==> src/rtl/alu_pkg.sv <==
// Shared ALU definitions: op encodings that double as the controller's
// Control select, and the sequencer state enum. Used by the RTL, the
// controller bench and the host sequencer.
package alu_pkg;

  typedef enum logic [1:0] {
    OP_AND = 2'b00,
    OP_OR  = 2'b01,
    OP_ADD = 2'b10,
    OP_SUB = 2'b11
  } alu_op_e;

  typedef enum logic [1:0] {
    IDLE   = 2'b00,
    SETTLE = 2'b01,
    DONE   = 2'b10
  } seq_state_e;

endpackage

==> src/rtl/alu_settle_timer.sv <==
// Settle down-counter for the ALU command sequencer.
// Ports:
//   Clk, nReset   clock, async active-low reset
//   load_i        load SETTLE_CYCLES-1 (takes priority over dec_i)
//   dec_i         decrement, saturates at 0
//   zero_o        counter == 0
module alu_settle_timer #(
  parameter int unsigned SETTLE_CYCLES = 2
) (
  input  logic Clk,
  input  logic nReset,
  input  logic load_i,
  input  logic dec_i,
  output logic zero_o
);

  localparam int unsigned CNT_W = $clog2(SETTLE_CYCLES + 1);
  localparam logic [CNT_W-1:0] LOAD_VAL = CNT_W'(SETTLE_CYCLES - 1);

  logic [CNT_W-1:0] cnt_q;

  always_ff @(posedge Clk or negedge nReset) begin
    if (!nReset)                      cnt_q <= '0;
    else if (load_i)                  cnt_q <= LOAD_VAL;
    else if (dec_i && (cnt_q != '0))  cnt_q <= cnt_q - 1'b1;
  end

  assign zero_o = (cnt_q == '0);

endmodule

==> src/rtl/alu_cmd_sequencer.sv <==
// Command-side driver for the ALU result mux. Takes one command per
// handshake, drives Control/OpA/OpB, waits SETTLE_CYCLES edges, captures
// Result_In and presents it on a valid/ready response port.
// Ports:
//   Clk, nReset                      clock, async active-low reset
//   Cmd_Valid/Cmd_Ready              command handshake (ready only in IDLE)
//   Cmd_Op, Cmd_A, Cmd_B, Cmd_Accum  command fields
//   Control, OpA, OpB                drive to the ALU datapath
//   Result_In                        muxed ALU result
//   Rsp_Valid/Rsp_Ready              response handshake
//   Rsp_Data, Rsp_Zero               captured result and its zero flag
//   Busy                             state != IDLE
// Build option: ALU_ACCUM_EN adds an accumulator loaded with every captured
// result; Cmd_Accum=1 then substitutes it for Cmd_A. Without the macro,
// Cmd_Accum is ignored.
module alu_cmd_sequencer
  import alu_pkg::*;
#(
  parameter int unsigned WIDTH         = 16,
  parameter int unsigned SETTLE_CYCLES = 2
) (
  input  logic             Clk,
  input  logic             nReset,
  input  logic             Cmd_Valid,
  output logic             Cmd_Ready,
  input  logic [1:0]       Cmd_Op,
  input  logic [WIDTH-1:0] Cmd_A,
  input  logic [WIDTH-1:0] Cmd_B,
  input  logic             Cmd_Accum,
  output logic [1:0]       Control,
  output logic [WIDTH-1:0] OpA,
  output logic [WIDTH-1:0] OpB,
  input  logic [WIDTH-1:0] Result_In,
  output logic             Rsp_Valid,
  input  logic             Rsp_Ready,
  output logic [WIDTH-1:0] Rsp_Data,
  output logic             Rsp_Zero,
  output logic             Busy
);

  if (SETTLE_CYCLES < 1) begin : g_bad_settle
    $error("alu_cmd_sequencer: SETTLE_CYCLES must be >= 1");
  end

  seq_state_e       state_q, state_d;
  logic [1:0]       ctrl_q;
  logic [WIDTH-1:0] opa_q, opb_q, rsp_data_q, opa_sel;
  logic             rsp_valid_q, rsp_zero_q;
  logic             accept, capture, rsp_pop, tmr_load, tmr_dec, tmr_zero;

  alu_settle_timer #(.SETTLE_CYCLES(SETTLE_CYCLES)) u_timer (
    .Clk    (Clk),
    .nReset (nReset),
    .load_i (tmr_load),
    .dec_i  (tmr_dec),
    .zero_o (tmr_zero)
  );

  always_ff @(posedge Clk or negedge nReset) begin
    if (!nReset) state_q <= IDLE;
    else         state_q <= state_d;
  end

  always_comb begin
    state_d  = state_q;
    accept   = 1'b0;
    capture  = 1'b0;
    rsp_pop  = 1'b0;
    tmr_load = 1'b0;
    tmr_dec  = 1'b0;
    case (state_q)
      IDLE: if (Cmd_Valid) begin
        accept   = 1'b1;
        tmr_load = 1'b1;
        state_d  = SETTLE;
      end
      SETTLE: if (tmr_zero) begin
        capture = 1'b1;
        state_d = DONE;
      end else begin
        tmr_dec = 1'b1;
      end
      DONE: if (Rsp_Ready) begin
        rsp_pop = 1'b1;
        state_d = IDLE;
      end
      default: state_d = IDLE;
    endcase
  end

`ifdef ALU_ACCUM_EN
  logic [WIDTH-1:0] acc_q;

  always_ff @(posedge Clk or negedge nReset) begin
    if (!nReset)      acc_q <= '0;
    else if (capture) acc_q <= Result_In;
  end

  assign opa_sel = Cmd_Accum ? acc_q : Cmd_A;
`else
  logic unused_accum;
  assign unused_accum = Cmd_Accum;
  assign opa_sel      = Cmd_A;
`endif

  // Operand/select registers only load on accept so the datapath stays
  // quiet between commands.
  always_ff @(posedge Clk or negedge nReset) begin
    if (!nReset) begin
      ctrl_q <= 2'b00;
      opa_q  <= '0;
      opb_q  <= '0;
    end else if (accept) begin
      ctrl_q <= Cmd_Op;
      opa_q  <= opa_sel;
      opb_q  <= Cmd_B;
    end
  end

  always_ff @(posedge Clk or negedge nReset) begin
    if (!nReset) begin
      rsp_valid_q <= 1'b0;
      rsp_data_q  <= '0;
      rsp_zero_q  <= 1'b0;
    end else if (capture) begin
      rsp_valid_q <= 1'b1;
      rsp_data_q  <= Result_In;
      rsp_zero_q  <= (Result_In == '0);
    end else if (rsp_pop) begin
      rsp_valid_q <= 1'b0;
    end
  end

  assign Cmd_Ready = (state_q == IDLE);
  assign Busy      = (state_q != IDLE);
  assign Control   = ctrl_q;
  assign OpA       = opa_q;
  assign OpB       = opb_q;
  assign Rsp_Valid = rsp_valid_q;
  assign Rsp_Data  = rsp_data_q;
  assign Rsp_Zero  = rsp_zero_q;

endmodule

==> config.mk <==
export PLATFORM = sky130hd
export DESIGN_NAME = alu_cmd_sequencer
export DESIGN_NICKNAME = d
export VERILOG_FILES = /design/src/rtl/alu_pkg.sv /design/src/rtl/alu_settle_timer.sv /design/src/rtl/alu_cmd_sequencer.sv
export SDC_FILE = /design/constraint.sdc
export NUM_CORES = 1
export LEC_CHECK = 0
export ABC_CLOCK_PERIOD_IN_PS = 1900
export CAP_MARGIN = 20
export CORE_UTILIZATION = 41
export DETAILED_ROUTE_END_ITERATION = 8
export GPL_TIMING_DRIVEN = 0
export HOLD_SLACK_MARGIN = 0.03
export PLACE_DENSITY = 0.8
export SYNTH_ARGS = -nofsm -noshare
export SYNTH_HDL_FRONTEND = slang
export SYNTH_SLANG_ARGS = --single-unit
==> constraint.sdc <==
create_clock -name Clk -period 1.9 [get_ports Clk]
set_input_delay 0.19 -clock Clk [delete_from_list [all_inputs] [get_ports Clk]]
set_output_delay 0.19 -clock Clk [all_outputs]
set_load 0.02 [all_outputs]
==> impl_metrics.ini <==
[final_layout]
fillers = 399
finish.utilization_pct = 65.8
design_area_um2 = 3620
syn_to_final_growth_pct = 54.8
antenna_cells = 0
drive_gt1_share_pct = 26.7
multi_input_area_um2 = 832
seq_area_um2 = 1400
nNetsFinal = 314

[floorplan]
ios = 109
coreArea_um2 = 5510
die_h_um = 77.6
die_w_um = 77.6
die-area_um2 = 6020
start_util_pct = 42.5
rows = 27

[setup_path]
start_kind = flop
critPathMaxFanout = 9
crit_required_ns = 1.71
worst-setup-path-type = flop to output port
reg2reg_depth = 6
rrSetupSlack_ns = 0.24
endpoint_kind = output port
critPathArrivalTime_ns = 1.56
reg2reg_to = Rsp_Data[9]$_DFFE_PN0P_
max_stage_delay_ns = 0.62
path_cells = buf_4 -> nor2_2 -> clkdlybuf4s50_1
regToRegStartpoint = u_timer.cnt_q[0]$_DFFE_PN0P_
cp_slowest_cell = clkdlybuf4s50_1

[route]
drt_iter0_markers = 25
first_pass_iters = 3
routed_via_density = 4.58
drc = 0
ant_nets = 0
wire_per_inst_um = 14.1
routed_wl_um = 4650
vias = 1513

[global_route]
grt_usage_pct = 16.2
gr-total-overflow = 0
grt_max_degree = 35
grt_pass1_vias = 1606
grt_antenna_before_repair = 0
grt_pass1_wl_um = 7590

[clock_tree]
numCtsBuffers = 5
htree_levels = 2
clk_path_buf_depth = 2
cts.clk_slew.worst_paths_ns = 0.09
cts_root_buffer = clkbuf_8
cts_tree = built
cts_resized = 0
cts_sinks = 56
clk_latency_ns = 0.29

[yosys]
seq_area_frac_synth_pct = 59.8
ys_types = 21
syn_nets = 198
ys_ff_latch = 56
synth.yosys.warnings = 0
syn_inst = 142
synth-edff-count = 0
synth_area_um2 = 2340
syn_avg_cell_area_um2 = 16.5
synth-main-ff-cell = dfrtp_1
async_flop_share_pct = 100

[timing]
finalSetupViolCount = 0
fmax_ghz = 0.572
rsz0062_at_grt = no
slew_viol_final = 0
slew_headroom_pct = 65.7
tightest_slew_ns = 0.515
hold_violations = 0
skew_ns = 0.00448
min_period_over_period_pct = 91.9
period_minus_slack_ns = 1.75

[placement]
place_congestion = 0.741
io_buffers = 107
dpl.hpwl_um = 3630
dpl-instance-area_um2 = 3520

[power_and_ir_drop]
p_leak_nw = 1.56
p_per_area_nw_per_um2 = 1720
irDropWorstVdd_mv = 0.780

[min_path]
hold_class = primary input to asynchronous set/reset pin

[run]
maxCapViolCount = 0

[outcome]
status = finished clean
[synthesized netlist by cell type, types with 2 or more instances]
cell	n	area share, %
nor4_1	4	1.1
buf_12	3	2.6
buf_4	3	0.96
nand2_1	4	0.64
inv_1	4	0.64
o21ai_0	3	0.64
a21oi_1	2	0.43
mux2_2	21	10
dfrtp_1	56	60
nor2_1	2	0.32
mux2_4	30	19
[repair_timing]
| item | CTS | global route |
|---|---|---|
| hold endpoints to repair | 22 | 0 |
| hold buffers | 1 | 0 |
| setup buffers | 0 | 0 |
[through the flow]
| step | hold slack [ns] | std cells | power (W) | setup WS [ns] | setup TNS (ns) |
|---|---|---|---|---|---|
| after CTS | 0.421 | 330 | 0.00631 | 0.134 | 0 |
| after global routing | 0.449 | 330 | 0.00656 | 0.0418 | 0 |
| after detailed placement | 0.196 | 322 | 0.00563 | 0.239 | 0 |
| final | 0.413 | 330 | 0.00622 | 0.153 | 0 |
| after global placement | 0.464 | 321 | 0.00554 | -1.08 | -60.22 |
| after floorplan | -0.106 | 142 | 0.00410 | 0.293 | 0 |
[routing by layer]
metal  global-route usage, %  wire [µm]  vias to the layer above
li1                        -          -                      723
met1                    20.0       2010                      736
met4                    3.96         15                        0
met3                    3.18        216                        2
met2                    29.0       2410                       52
met5                       0          0                        -
[state kept, by name, indices dropped and copies added, names as in the netlist]
name	flops
Rsp_Data	16
OpA	16
Rsp_Zero	1
Control	2
u_timer.cnt_q	2
Rsp_Valid	1
state_q	2
OpB	16
[kinds of logic after synthesis]
group                      after synthesis  share of synthesized area (%)
AOI/OAI and AO/OA                        9                           2.40
muxes                                   51                           29.3
buffers and inverters                   11                           4.65
DFF                                     56                           59.8
and+or+nand+nor                         14                           3.26
adders and majority gates                1                          0.534
[layout make-up]
type / count / share of cell area, %
inverters: 4 / 0.414
flip-flops and latches: 56 / 38.7
multi-input cells: 75 / 23.0
plain buffers: 7 / 2.59
well taps: 72 / 2.49
clock buffers: 7 / 2.66
repair buffers: 109 / 30.2
[worst max path at each step]
stage	to	from	cells after the start	slack [ns]
after global routing	Cmd_Ready	state_q[0]$_DFFE_PN0P_	3	0.04
after detailed placement	Rsp_Data[9]$_DFFE_PN0P_	u_timer.cnt_q[0]$_DFFE_PN0P_	6	0.24
after CTS	Cmd_Ready	state_q[0]$_DFFE_PN0P_	3	0.13
final	Cmd_Ready	state_q[0]$_DFFE_PN0P_	3	0.15
after global placement	Rsp_Data[3]$_DFFE_PN0P_	nReset	1	-1.08
after floorplan	Control[0]$_DFFE_PN0P_	state_q[0]$_DFFE_PN0P_	6	0.29
[where the power goes]
group          switching [W]  internal [W]  total (W)
combinational        0.00146       0.00201    0.00347
sequential          0.000307       0.00179    0.00209
clock               0.000330      0.000325   0.000655
[layout by cell type, fill, tap and decap left out]
master / count
nor2_2: 1
o31ai_1: 1
a22oi_1: 1
nor2_1: 2
ha_1: 1
o21ai_0: 3
and2_4: 1
clkbuf_8: 7
a21oi_1: 2
mux2_2: 21
nor4_1: 4
dlygate4sd3_1: 1
nand3b_1: 1
a22o_1: 1
clkdlybuf4s50_1: 106
mux2_4: 30
inv_1: 4
o21bai_1: 1
buf_2: 1
nand2_1: 4
buf_12: 4
buf_6: 1
dfrtp_1: 56
buf_4: 3
nand4_1: 1
[critical path, delay by kind of cell (launching register included)]
family | cells | cell delay (ns)
buffers and inverters | 2 | 0.78
flip-flops | 1 | 0.38
AND/OR/NAND/NOR | 1 | 0.12
Note: power is estimated with default switching activity, not from simulation.
